**src/rtl/map_pkg.sv**
```systemverilog
`default_nettype none
// ============================================================================
// Module   : map_pkg
// Purpose  : Shared constants for the tile-map collision blocks: screen
//            geometry, tile size, scheduler state encodings and sprite
//            corner indices, plus a one-hot to index helper.
// Revision : 1.0 - initial release
// ============================================================================
package map_pkg;

  // Visible playfield; anything at or beyond these is treated as solid.
  localparam int unsigned SCREEN_W   = 640;
  localparam int unsigned SCREEN_H   = 480;
  // Tiles are 32x32 pixels.
  localparam int unsigned TILE_SHIFT = 5;

  // Width of requester index / round-robin pointer (supports up to 8).
  localparam int unsigned IDX_W = 3;

  // Scheduler state encodings.
  localparam logic [1:0] ST_IDLE  = 2'd0;
  localparam logic [1:0] ST_PROBE = 2'd1;
  localparam logic [1:0] ST_DONE  = 2'd2;

  // Corner index: bit 0 selects the right edge, bit 1 the bottom edge.
  localparam logic [1:0] CORNER_TL = 2'd0;
  localparam logic [1:0] CORNER_TR = 2'd1;
  localparam logic [1:0] CORNER_BL = 2'd2;
  localparam logic [1:0] CORNER_BR = 2'd3;

  // Index of the set bit of a one-hot vector (0 when empty).
  function automatic logic [IDX_W-1:0] onehot_to_idx(input logic [7:0] oh);
    logic [IDX_W-1:0] idx;
    idx = '0;
    for (int i = 0; i < 8; i++) begin
      if (oh[i]) idx = idx | IDX_W'(i);
    end
    return idx;
  endfunction

endpackage
`default_nettype wire

```
**src/rtl/rr_arbiter.sv**
```systemverilog
`default_nettype none
// ============================================================================
// Module   : rr_arbiter
// Purpose  : Combinational round-robin arbiter. Grants the first set request
//            at or after the pointer, wrapping around to bit 0.
// Ports    : req_i   [NUM_REQ] request vector
//            ptr_i   [IDX_W]   highest-priority index (must be < NUM_REQ)
//            grant_o [NUM_REQ] one-hot grant, zero when no request
// Revision : 1.0 - initial release
// ============================================================================
module rr_arbiter
  import map_pkg::*;
#(
  parameter int NUM_REQ = 4
) (
  input  logic [NUM_REQ-1:0] req_i,
  input  logic [IDX_W-1:0]   ptr_i,
  output logic [NUM_REQ-1:0] grant_o
);

  localparam logic [NUM_REQ-1:0] ONE = {{(NUM_REQ-1){1'b0}}, 1'b1};

  logic [NUM_REQ-1:0] w_mask;
  logic [NUM_REQ-1:0] w_hi;
  logic [NUM_REQ-1:0] w_pick;

  // Requests at or above the pointer take priority; if none, wrap to the
  // full vector. The lowest set bit of the chosen set is isolated with the
  // x & -x trick.
  always_comb begin
    w_mask  = ~((ONE << ptr_i) - ONE);
    w_hi    = req_i & w_mask;
    w_pick  = (|w_hi) ? w_hi : req_i;
    grant_o = w_pick & (~w_pick + ONE);
  end

endmodule
`default_nettype wire

```
**src/rtl/map_collision_scheduler.sv**
```systemverilog
`default_nettype none
// ============================================================================
// Module   : map_collision_scheduler
// Purpose  : Time-shares the combinational tile-map wall lookup among
//            NUM_REQ sprite requesters. Each granted query probes the four
//            corners of a SPRITE_SIZE square, one per cycle, and reports a
//            single hit bit. Also owns the active level register; level
//            changes are deferred until no probe is in flight.
// Build    : COLLISION_EARLY_EXIT_EN - end the probe on the first wall corner.
// Ports    : clk, reset              clock, synchronous active-high reset
//            req        [NUM_REQ]    level-held query requests
//            req_x/req_y[NUM_REQ*10] flattened sprite top-left coordinates
//            level_load, level_in    level change strobe and value
//            map_is_wall             combinational map result
//            map_x, map_y            probed pixel (0 outside PROBE)
//            level_id                active level to the map
//            grant      [NUM_REQ]    one-hot owner of the current query
//            done       [NUM_REQ]    one-cycle completion pulse
//            hit        [NUM_REQ]    latest result per requester
//            busy                    high in PROBE and DONE
// Revision : 1.0 - initial release
// ============================================================================
module map_collision_scheduler
  import map_pkg::*;
#(
  parameter int NUM_REQ     = 4,
  parameter int SPRITE_SIZE = 32
) (
  input  logic                  clk,
  input  logic                  reset,
  input  logic [NUM_REQ-1:0]    req,
  input  logic [NUM_REQ*10-1:0] req_x,
  input  logic [NUM_REQ*10-1:0] req_y,
  input  logic                  level_load,
  input  logic [1:0]            level_in,
  input  logic                  map_is_wall,
  output logic [9:0]            map_x,
  output logic [9:0]            map_y,
  output logic [1:0]            level_id,
  output logic [NUM_REQ-1:0]    grant,
  output logic [NUM_REQ-1:0]    done,
  output logic [NUM_REQ-1:0]    hit,
  output logic                  busy
);

  localparam logic [10:0] OFS = 11'(SPRITE_SIZE - 1);

  logic [1:0]         state_q, state_d;
  logic [NUM_REQ-1:0] grant_q, hit_q;
  logic [IDX_W-1:0]   ptr_q;
  logic [9:0]         x_q, y_q;
  logic [1:0]         corner_q;
  logic               acc_q;
  logic [1:0]         level_q, pend_val_q;
  logic               pend_q;

  logic [NUM_REQ-1:0] w_arb_grant;
  logic [9:0]         w_sel_x, w_sel_y;
  logic [10:0]        w_cx, w_cy;
  logic               w_wall;
  logic               w_start;
  logic               w_last;
  logic [IDX_W-1:0]   w_gidx, w_ptr_next;

  rr_arbiter #(
    .NUM_REQ (NUM_REQ)
  ) u_arb (
    .req_i   (req),
    .ptr_i   (ptr_q),
    .grant_o (w_arb_grant)
  );

  // Coordinates of the winning requester.
  always_comb begin
    w_sel_x = '0;
    w_sel_y = '0;
    for (int i = 0; i < NUM_REQ; i++) begin
      if (w_arb_grant[i]) begin
        w_sel_x = req_x[10*i +: 10];
        w_sel_y = req_y[10*i +: 10];
      end
    end
  end

  // A pending level change owns the IDLE cycle, so no grant is issued then.
  assign w_start = (state_q == ST_IDLE) && !pend_q && (|req);

  // Corner sums kept at 11 bits so off-screen corners are detected before
  // the 10-bit truncation presented to the map.
  always_comb begin
    w_cx   = {1'b0, x_q} + (corner_q[0] ? OFS : 11'd0);
    w_cy   = {1'b0, y_q} + (corner_q[1] ? OFS : 11'd0);
    w_wall = (w_cx >= 11'(SCREEN_W)) || (w_cy >= 11'(SCREEN_H)) || map_is_wall;
  end

`ifdef COLLISION_EARLY_EXIT_EN
  assign w_last = (corner_q == CORNER_BR) || w_wall;
`else
  assign w_last = (corner_q == CORNER_BR);
`endif

  assign w_gidx     = onehot_to_idx(8'(grant_q));
  assign w_ptr_next = (w_gidx == IDX_W'(NUM_REQ - 1)) ? '0 : w_gidx + IDX_W'(1);

  // State register.
  always_ff @(posedge clk) begin
    if (reset) state_q <= ST_IDLE;
    else       state_q <= state_d;
  end

  // Next-state logic.
  always_comb begin
    state_d = state_q;
    case (state_q)
      ST_IDLE:  if (w_start) state_d = ST_PROBE;
      ST_PROBE: if (w_last)  state_d = ST_DONE;
      ST_DONE:  state_d = ST_IDLE;
      default:  state_d = ST_IDLE;
    endcase
  end

  // State-decoded outputs.
  always_comb begin
    map_x = '0;
    map_y = '0;
    done  = '0;
    busy  = 1'b0;
    case (state_q)
      ST_PROBE: begin
        map_x = w_cx[9:0];
        map_y = w_cy[9:0];
        busy  = 1'b1;
      end
      ST_DONE: begin
        done = grant_q;
        busy = 1'b1;
      end
      default: ;
    endcase
  end

  // Query datapath.
  always_ff @(posedge clk) begin
    if (reset) begin
      grant_q  <= '0;
      x_q      <= '0;
      y_q      <= '0;
      corner_q <= CORNER_TL;
      acc_q    <= 1'b0;
      hit_q    <= '0;
      ptr_q    <= '0;
    end else begin
      case (state_q)
        ST_IDLE: begin
          if (w_start) begin
            grant_q  <= w_arb_grant;
            x_q      <= w_sel_x;
            y_q      <= w_sel_y;
            corner_q <= CORNER_TL;
            acc_q    <= 1'b0;
          end
        end
        ST_PROBE: begin
          corner_q <= corner_q + 2'd1;
          acc_q    <= acc_q | w_wall;
          // Result lands together with the done pulse; other bits hold.
          if (w_last) begin
            hit_q <= (hit_q & ~grant_q) | ({NUM_REQ{acc_q | w_wall}} & grant_q);
          end
        end
        ST_DONE: begin
          grant_q <= '0;
          ptr_q   <= w_ptr_next;
        end
        default: ;
      endcase
    end
  end

  // Level register. A fresh strobe always overwrites the pending value and
  // keeps the flag set, so it takes precedence over applying an older one.
  always_ff @(posedge clk) begin
    if (reset) begin
      level_q    <= '0;
      pend_q     <= 1'b0;
      pend_val_q <= '0;
    end else if (level_load) begin
      pend_q     <= 1'b1;
      pend_val_q <= level_in;
    end else if ((state_q == ST_IDLE) && pend_q) begin
      pend_q  <= 1'b0;
      level_q <= pend_val_q;
    end
  end

  assign grant    = grant_q;
  assign hit      = hit_q;
  assign level_id = level_q;

endmodule
`default_nettype wire

```
**config.mk**
```make
export PLATFORM = sky130hd
export DESIGN_NAME = map_collision_scheduler
export DESIGN_NICKNAME = d
export VERILOG_FILES = /design/src/rtl/map_pkg.sv /design/src/rtl/rr_arbiter.sv /design/src/rtl/map_collision_scheduler.sv
export SDC_FILE = /design/constraint.sdc
export NUM_CORES = 1
export LEC_CHECK = 0
export ABC_AREA = 1
export CAP_MARGIN = 40
export CORE_MARGIN = 1
export CORE_UTILIZATION = 31
export CTS_BUF_LIST = sky130_fd_sc_hd__clkbuf_8
export CTS_CLUSTER_SIZE = 14
export DETAILED_ROUTE_END_ITERATION = 10
export GPL_TIMING_DRIVEN = 1
export PLACE_DENSITY = 0.64
export SYNTH_ARGS = -nofsm -noshare
export SYNTH_HDL_FRONTEND = slang
export SYNTH_SLANG_ARGS = --single-unit
```
**constraint.sdc**
```tcl
create_clock -name clk -period 2.1 [get_ports clk]
set_input_delay 0.315 -clock clk [delete_from_list [all_inputs] [get_ports clk]]
set_output_delay 0.315 -clock clk [all_outputs]
set_load 0.005 [all_outputs]
```
==> impl_metrics.yaml, run 1 <==
synth:
  syn-num-nets: 666
  ys_types: 30
  synth_top_area_frac: 0.244
  synth_edf_count: 0
  synth_common_cells: "nand2_1, nand3_1, nor2_1"
  yosysSeqAreaShare: 0.244
  synthTopCellsByArea: "dfxtp_1, nand2_1, nand3_1"
  yosysWarnings: 0
  synthArstFlopShare: 0
  synth_area_leader_cell: "dfxtp_1"
  netlist_instances: 559
  synth_ff_type: "dfxtp_1"
  syn_area_mm2: 0.00328
  avgSynthCellArea_um2: 5.86
  ys_ff_latch: 40
  yosysMostFrequentCell: "nand2_1"
drt:
  drc: 0
  first_pass_iters: 5
  postRouteAntennaNets: 0
  via_count: 4260
  wl_um: 11900
  drtIter0Drc: 141
  vias_per_cell: 4.82
  wl_per_cell_um: 13.5
critical_path:
  required_ns: 1.78
  crit_slowest_cell: "dfxtp_4"
  crit_top_cell: "nand2_2"
  critPathLaunchType: "register"
  path_max_fanout: 3
  critPathArrivalTime_ns: 2.01
  cp_top_family: "simple AND/OR/NAND/NOR gates"
  cpPeakStageDelay_ns: 0.38
  criticalPathCategory: "reg -> out"
  crit_path_end_kind: "output port"
  worstPathCellList: "ha_4 -> inv_2 -> fa_2 -> nor2_4 -> nand2_2 -> nand2_4 -> nand2_2 -> nand2_2 -> a21oi_1 -> nor3_1 -> buf_2"
  crit_buf_inv: 2
clock_tree:
  cts.sinks: 40
  hold_buffers: 0
  htreeDepth: 2
  clk_path_buf_depth: 2
  cts_root_buf: "clkbuf_8"
  worstSkewPairLatency_ns: 0.30
  cts_buffers: 5
  cts_tree: "built"
  path_clk_slew_ns: 0.09
place:
  place_area_mm2: 0.00502
  dp_hpwl_um: 8580
  dp.cells: 850
  gp_congestion: 0.895
  port-buffer-count: 124
power_and_ir_drop:
  power_density_mw_per_mm2: 539
  peakVddDrop_uv: 343
  design_power_total_mw: 3.18
  total_leakage_power_nw: 2.72
  combPwrFrac: 0.493
  internal-power_mw: 1.99
  switchingPower_mw: 1.18
  clock_power_share: 0.205
  seqPwrFrac: 0.303
  switching_share: 0.372
timing:
  fin_skew_ns: 0.0146
  clock.fmax_ghz: 0.430
  finalMaxSlewViolations: 0
  hold_viol: 0
  max_slew_margin: 0.754
  fin_crit_ns: 2.32
  worst_pin_slew_ns: 0.366
  setup_violations: 15
  fin_crit_sh: 1.11
  setup_ws_ns: -0.225
  rsz0062_at_grt: "true"
  hold_ws_ns: 0.464
floorplanning:
  dieArea_mm2: 0.0110
  pin_count: 125
  die_h_um: 105
  die_w_um: 105
  placementRows: 37
  core-area_mm2: 0.0103
  initial_core_util: 0.319
cells_and_area:
  antenna_cells: 0
  stdcell_count: 884
  final_area_mm2: 0.00589
  seqCellArea_um2: 816
  multiInputGateArea_mm2: 0.00267
  drive_gt1_frac: 0.337
  n_fill_cell: 963
  area_delta_synth_final_pct: 79.8
  nets: 854
  fin_util: 0.573
grt:
  grt_max_degree: 26
  grt.total_usage: 0.207
  grt.overflow.total: 0
  antenna_found_initial: 0
  grt_pass1_wl_um: 18400
  grt_pass1_vias: 4027
hold_path:
  min-delay-path-class: "reg -> reg"
run_status:
  violations: "negative setup slack"
  outcome: "finished, violations left"
job:
  drv_cap: 0
-- tightest hold or removal path, delay by kind of cell (launching register included) --
kind / cells / cell delay (ns)
and+or+nand+nor: 1 / 0.06
AOI/OAI and AO/OA: 1 / 0.05
DFF: 1 / 0.32
-- final cells by class --
| type | instances | area share |
|---|---|---|
| repair buffers | 205 | 0.323 |
| multi-input cells | 437 | 0.453 |
| flip-flops and latches | 40 | 0.138 |
| well taps | 136 | 0.0289 |
| inverters | 58 | 0.0378 |
| clock buffers | 5 | 0.0117 |
| clock inverters | 3 | 0.00786 |
-- path summary, 6_finish.rpt --
path                from       end  slack [ns]  cells after the start
max reg2reg  corner_q[0]    hit[3]       -0.01                     16
min                acc_q     acc_q        0.46                      2
max          corner_q[0]  map_x[6]       -0.22                     11
min reg2reg        acc_q     acc_q        0.46                      2
-- power by group through the flow --
stage | clock, mW | combinational [mW] | sequential, mW
2_1_floorplan | 0 | 0.602 | 0.929
3_3_place_gp | 0 | 1.21 | 0.949
3_5_place_dp | 0 | 1.23 | 0.953
4_1_cts | 0.661 | 1.40 | 0.956
5_1_grt | 0.693 | 1.71 | 0.973
6_report | 0.650 | 1.56 | 0.961
-- metal layers --
layer | vias up | global-route usage | wire length, um
met4 | 0 | 0.0674 | 220
li1 | 2165 | - | -
met2 | 132 | 0.365 | 5940
met1 | 1943 | 0.256 | 5160
met5 | - | 0 | 0
met3 | 20 | 0.0293 | 577
-- state kept, by name, indices dropped and copies added (netlist names) --
name and flops:
x_q 10, y_q 10, grant 4, hit 4
corner_q 2, level_id 2, pend_val_q 2, ptr_q 2
state_q 2, acc_q 1, pend_q 1
-- cell usage in the layout (no fill, tap or decap), types with 7 or more instances in the layout --
master           count
clkdlybuf4s50_1    106
nand2_1            105
nand3_1             70
nor2_1              63
buf_4               59
nand2_2             51
inv_1               46
dfxtp_1             34
o21ai_0             28
a21oi_1             20
nand3_2             18
buf_6               16
buf_2               14
nand2_4             11
nor2_2              11
ha_4                11
inv_2               10
nor2_4               7
a21oi_2              7
-- metrics by stage --
step,setup WS (ns),setup TNS (ns)
finish,-0.225,-1.39
floorplan,0.0307,0
global placement,-0.371,-2.90
global route,-0.323,-3.91
CTS,-0.176,-0.997
detailed placement,-0.446,-4.02
-- cell families (layout without fill, tap and decap cells) --
kind of cell,Yosys count,after routing,share of synthesized area
DFF,40,40,0.244
adders and majority gates,17,17,0.0695
xor gates and xnor gates,2,2,0.00534
buffers and inverters,82,271,0.103
AOI/OAI and AO/OA,66,66,0.103
and+or+nand+nor,352,352,0.475
-- repair_timing --
item / 4_1_cts / 5_1_grt
pin swaps: 40 / 50
resized for setup: 136 / 88
cloned: 0 / 1
endpoints found under the hold margin: 0 / 0
buffers inserted: 18 / 10
setup endpoints to repair: 24 / 47
Power figures use the tool's default switching activity.
==> inputs of run 2 (changes only) <==
--- a/config.mk
+++ b/config.mk
@@ -6,14 +6,13 @@
 export NUM_CORES = 1
 export LEC_CHECK = 0
 export ABC_AREA = 1
-export CAP_MARGIN = 40
+export CAP_MARGIN = 10
 export CORE_MARGIN = 1
 export CORE_UTILIZATION = 31
 export CTS_BUF_LIST = sky130_fd_sc_hd__clkbuf_8
 export CTS_CLUSTER_SIZE = 14
 export DETAILED_ROUTE_END_ITERATION = 10
-export GPL_TIMING_DRIVEN = 1
-export PLACE_DENSITY = 0.64
+export PLACE_DENSITY = 0.67
 export SYNTH_ARGS = -nofsm -noshare
 export SYNTH_HDL_FRONTEND = slang
 export SYNTH_SLANG_ARGS = --single-unit
==> run 2 against run 1 <==
Effect of this change: cell count decreased by 1.2%; non-clock buffer count is 11 lower; clock skew increased by 0.00087 ns; clock-buffer cell count is 1 higher; sequential share of layout area grew 0.44 points; design area fell by 3.4%; the flow still finishes with violations (negative setup slack); worst setup slack lost 0.0013 ns; utilization shrank 1.9 points; largest cell class unchanged; critical path depth did not move; largest power group unchanged; sequential power up 0.4%.
==> impl_metrics.yaml, run 2 (synthesis results as in run 1) <==
run_status:
  outcome: "finished, violations left"
  violations: "negative setup slack"
timing:
  clock.fmax_ghz: 0.430
  fin_tns_setup_ns: -1.25
  finalMaxSlewViolations: 0
  setup_ws_ns: -0.226
  fin_crit_ns: 2.33
  max_slew_margin: 0.616
  rsz0062_at_grt: "true"
  setup_violations: 13
  hold_ws_ns: 0.491
  hold_viol: 0
  fin_skew_ns: 0.0155
  worst_pin_slew_ns: 0.575
  fin_crit_sh: 1.11
clock_tree:
  htreeDepth: 2
  clk_path_buf_depth: 2
  cts_buffers: 5
  cts_tree: "built"
  cts.sinks: 40
  cts_root_buf: "clkbuf_8"
  path_clk_slew_ns: 0.09
  worstSkewPairLatency_ns: 0.30
power_and_ir_drop:
  design_power_total_mw: 3.12
  total_leakage_power_nw: 2.61
  peakVddDrop_uv: 239
  power_density_mw_per_mm2: 549
hold_path:
  min-delay-path-class: "reg -> reg"
  min_path_cells: 2
job:
  drv_cap: 0
cells_and_area:
  layout_common_cells: "nand2_1, clkdlybuf4s50_1, nand3_1, nor2_1, buf_4"
  area_delta_synth_final_pct: 73.7
  stdcell_count: 873
  fin_util: 0.554
  final_area_mm2: 0.00569
  nets: 843
  final_common_cell: "nand2_1"
  drive_gt1_frac: 0.303
  reg.largest.list: "x_q (10), y_q (10)"
  antenna_cells: 0
grt:
  grt_pass1_wl_um: 18200
  grt.total_usage: 0.204
  grt_max_degree: 26
  antenna_found_initial: 0
  grt.overflow.total: 0
  grt_pass1_vias: 4033
floorplanning:
  dieArea_mm2: 0.0110
  die_w_um: 105
  pin_count: 125
  core-area_mm2: 0.0103
  placementRows: 37
  die_h_um: 105
  initial_core_util: 0.319
drt:
  wl_um: 11500
  first_pass_iters: 5
  vias_per_cell: 4.74
  drc: 0
  drtIter0Drc: 147
  wl_per_cell_um: 13.2
  postRouteAntennaNets: 0
  via_count: 4135
critical_path:
  crit_path_end_kind: "output port"
  worstPathCellList: "ha_4 -> inv_2 -> fa_2 -> nor2_4 -> nand2_2 -> nand2_4 -> nand2_2 -> nand2_2 -> and3_1 -> nor3_2 -> buf_2"
  critPathLaunchType: "register"
  path_max_fanout: 4
  criticalPathCategory: "reg -> out"
  cpPeakStageDelay_ns: 0.41
  crit_top_cell: "nand2_2"
  rr_worst_depth: 17
  required_ns: 1.78
  crit_slowest_cell: "fa_2"
  critPathArrivalTime_ns: 2.01
place:
  dp.cells: 849
  pre_cts_slack_ns: -0.413
  place_area_mm2: 0.00501
  gp_congestion: 0.836
  port-buffer-count: 124
  dp_hpwl_um: 8670
-- run 2: cell count changes in the layout (fill, tap and decap cells not counted), moves of 3 or more --
| cell | delta |
|---|---|
| buf_2 | -3 |
| nand2_4 | -4 |
| nand2_1 | +8 |
| dlygate4sd2_1 | +3 |
| buf_6 | -4 |
| buf_4 | -5 |
| nand2_2 | -3 |
| nand3_2 | -4 |
| nand3_1 | +3 |
| nor2_1 | +3 |
-- run 2: power breakdown --
| group | internal (mW) | total (mW) | switching, mW | leakage (nW) |
|---|---|---|---|---|
| combinational | 0.754 | 1.49 | 0.731 | 2.22 |
| clock | 0.389 | 0.674 | 0.285 | 0.0614 |
| sequential | 0.853 | 0.965 | 0.111 | 0.332 |
-- run 2: path summary, 6_finish.rpt --
path | from | to | slack [ns]
worst max-delay path | corner_q[0] | map_x[6] | -0.23
worst min-delay path | acc_q | acc_q | 0.49
worst max register to register | corner_q[0] | hit[0] | -0.02
worst min register to register | acc_q | acc_q | 0.49
-- run 2: worst max-delay path: cells and delay by family (launching register included) --
family | cells | cell delay, ns
and+or+nand+nor | 7 | 0.61
adders and majority gates | 2 | 0.55
DFF | 1 | 0.38
buffers and inverters | 2 | 0.17
-- run 2: layout make-up --
class	instances	area, um2
clock buffers	6	82.6
clock inverters	2	38.8
fillers	1011	4580
inverters	58	220
multi-input cells	437	2580
flip-flops and latches	40	813
well taps	136	170
repair buffers	194	1790
-- run 2: timing repair --
item | 4_1_cts | 5_1_grt
pin swaps | 28 | 38
setup buffers | 10 | 7
hold buffers | 0 | 0
endpoints found under the setup margin | 23 | 45
gates resized for setup | 102 | 87
-- run 2: metal layers --
layer	share of wire	up-vias	track usage
met2	0.52	85	0.376
met4	0.013	0	0.0594
met5	0	-	0
met3	0.035	11	0.0243
li1	-	2140	-
met1	0.43	1899	0.245
==> inputs of run 3 (changes only) <==
--- a/config.mk
+++ b/config.mk
@@ -8,11 +8,13 @@
 export ABC_AREA = 1
 export CAP_MARGIN = 10
 export CORE_MARGIN = 1
-export CORE_UTILIZATION = 31
+export CORE_UTILIZATION = 35
 export CTS_BUF_LIST = sky130_fd_sc_hd__clkbuf_8
 export CTS_CLUSTER_SIZE = 14
 export DETAILED_ROUTE_END_ITERATION = 10
-export PLACE_DENSITY = 0.67
+export PLACE_DENSITY = 0.74
+export SETUP_SLACK_MARGIN = 0.5
 export SYNTH_ARGS = -nofsm -noshare
 export SYNTH_HDL_FRONTEND = slang
+export SYNTH_HIERARCHICAL = 1
 export SYNTH_SLANG_ARGS = --single-unit
==> run 3 against run 2 <==
Effect of this change: the run ends with design-rule violations, negative setup slack left; wire length grew 24%; area after synthesis is 1.5% lower; clock-buffer cell count is the same; worst setup slack worse by 0.16 ns; clock power grew 1%; register-to-register slack got worse by 0.25 ns; power rose by 3.7%; global-route usage grew 6.1 points; cell count shrank 3.9%; sequential power is 2.5% lower; critical endpoint is now map_y[8]; largest cell class unchanged.
==> impl_metrics.yaml, run 3 <==
synth:
  synth_ff_type: "dfxtp_1"
  ys_types: 32
  ys_ff_latch: 40
  synthTopCellsByArea: "dfxtp_1, nand2_1, a21oi_1"
  yosysMostFrequentCell: "nand2_1"
  synth_area_leader_cell: "dfxtp_1"
  synthArstFlopShare: 0
  synth_common_cells: "nand2_1, inv_1, a21oi_1"
  avgSynthCellArea_um2: 6.14
  yosysWarnings: 6
  synth_top_area_frac: 0.248
  yosysSeqAreaShare: 0.248
  synth_edf_count: 0
  syn_area_mm2: 0.00323
  netlist_instances: 526
cells_and_area:
  reg.largest.list: "x_q (10), y_q (10)"
  seqCellArea_um2: 823
  stdcell_count: 839
  fin_util: 0.709
  drive_gt1_frac: 0.451
  final_common_cell: "nand2_1"
  antenna_cells: 0
  area_delta_synth_final_pct: 94.2
  n_fill_cell: 635
  nets: 837
  layout_common_cells: "nand2_1, clkdlybuf4s50_1, buf_4, inv_1, nand2_2"
  multiInputGateArea_mm2: 0.00289
drt:
  first_pass_iters: 8
  wl_um: 14200
  postRouteAntennaNets: 0
  drc: 7
  wl_per_cell_um: 17.0
  drtIter0Drc: 256
  vias_per_cell: 5.35
  via_count: 4485
clock_tree:
  clk_path_buf_depth: 2
  path_clk_slew_ns: 0.08
  htreeDepth: 2
  cts.sinks: 40
  worstSkewPairLatency_ns: 0.31
  cts_buffers: 5
  cts_tree: "built"
  cts_root_buf: "clkbuf_8"
critical_path:
  cp_top_family: "adder cells"
  crit_path_end_kind: "output port"
  criticalPathCategory: "reg -> out"
  crit_buf_inv: 4
  crit_top_cell: "nand2_4"
  required_ns: 1.78
  critPathLaunchType: "register"
  critPathArrivalTime_ns: 2.17
  cpPeakStageDelay_ns: 0.38
  worstPathCellList: "ha_4 -> inv_2 -> fa_2 -> inv_2 -> nand2_4 -> a21oi_4 -> buf_6 -> nand2_4 -> nand2_4 -> nand2_2 -> a21oi_2 -> buf_2"
  path_max_fanout: 4
  crit_slowest_cell: "dfxtp_4"
timing:
  rsz0062_at_grt: "true"
  fin_skew_ns: 0.0140
  finalMaxSlewViolations: 0
  worst_pin_slew_ns: 0.527
  setup_violations: 37
  setup_ws_ns: -0.382
  fin_crit_sh: 1.18
  clock.fmax_ghz: 0.403
  fin_tns_setup_ns: -7.44
  max_slew_margin: 0.646
  hold_viol: 0
  fin_crit_ns: 2.48
grt:
  grt_pass1_wl_um: 20400
  grt.overflow.total: 0
  antenna_found_initial: 0
  grt.total_usage: 0.265
  grt_pass1_vias: 4354
  grt_max_degree: 25
power_and_ir_drop:
  total_leakage_power_nw: 2.74
  design_power_total_mw: 3.24
  peakVddDrop_uv: 347
  power_density_mw_per_mm2: 516
place:
  gp_congestion: 0.883
  dp.cells: 792
  port-buffer-count: 124
  dp_hpwl_um: 9050
  pre_cts_slack_ns: -0.253
run_status:
  violations: "design-rule violations, negative setup slack"
  outcome: "finished, violations left"
floorplanning:
  die_h_um: 98.1
  dieArea_mm2: 0.00962
  pin_count: 125
  initial_core_util: 0.365
  die_w_um: 98.1
  core-area_mm2: 0.00885
  placementRows: 34
hold_path:
  min-delay-path-class: "reg -> reg"
job:
  drv_cap: 0
==> run 3: kinds of logic (layout without fill, tap and decap cells) <==
group,count (synthesis),in the layout,share of synthesized area
adder cells (fa/ha/maj),17,17,0.0705
XOR/XNOR,1,1,0.00271
flip-flops,40,40,0.248
AO/OA/AOI/OAI,136,136,0.246
AND/OR/NAND/NOR,239,239,0.322
buffers and inverters,92,295,0.110
other,1,3,0.00116
==> run 3: final timing paths <==
kind / from / end / slack (ns) / cells past startpoint
worst max register to register: corner_q[1] / hit[0] / -0.27 / 18
worst max-delay path: corner_q[1] / map_y[8] / -0.38 / 12
worst min-delay path: level_id[0] / level_id[0] / 0.47 / 2
worst min register to register: level_id[0] / level_id[0] / 0.47 / 2
==> run 3: timing repair <==
action,CTS,global route
gates resized for setup,239,99
cloned,2,1
hold buffers,0,0
pin swaps,63,55
setup buffers,30,6
setup endpoints to repair,61,58
==> run 3: area by class of cell <==
type / count / area share
Tap cell: 108 / 0.0215
Sequential cell: 40 / 0.131
Clock buffer: 6 / 0.0132
Timing Repair Buffer: 219 / 0.325
Multi-Input combinational cell: 396 / 0.460
Inverter: 68 / 0.0431
Clock inverter: 2 / 0.00618
==> run 3: worst reg2reg max path, delay by kind of cell (launching register included) <==
kind,cells,cell delay [ns]
fa+ha+maj,2,0.52
simple gates,9,0.75
buf+inv,6,0.48
compound gates,1,0.17
flops,1,0.38
==> run 3: metal layers <==
metal	track usage	routed length (um)
met5	0	0
met4	0.0991	608
met3	0.0286	830
met2	0.509	7560
met1	0.297	5230
==> run 3: metrics by stage <==
step           instance area (um2)  hold WS [ns]
2_1_floorplan                 3370         0.440
3_5_place_dp                  5080         0.454
5_1_grt                       6270         0.507
4_1_cts                       5840         0.468
3_3_place_gp                  5080         0.449
6_report                      6270         0.465
==> run 3: power by group <==
part           switching, mW  internal, mW  leakage, nW
registers              0.104         0.837        0.335
logic                  0.823         0.791         2.34
clock network          0.295         0.389       0.0614
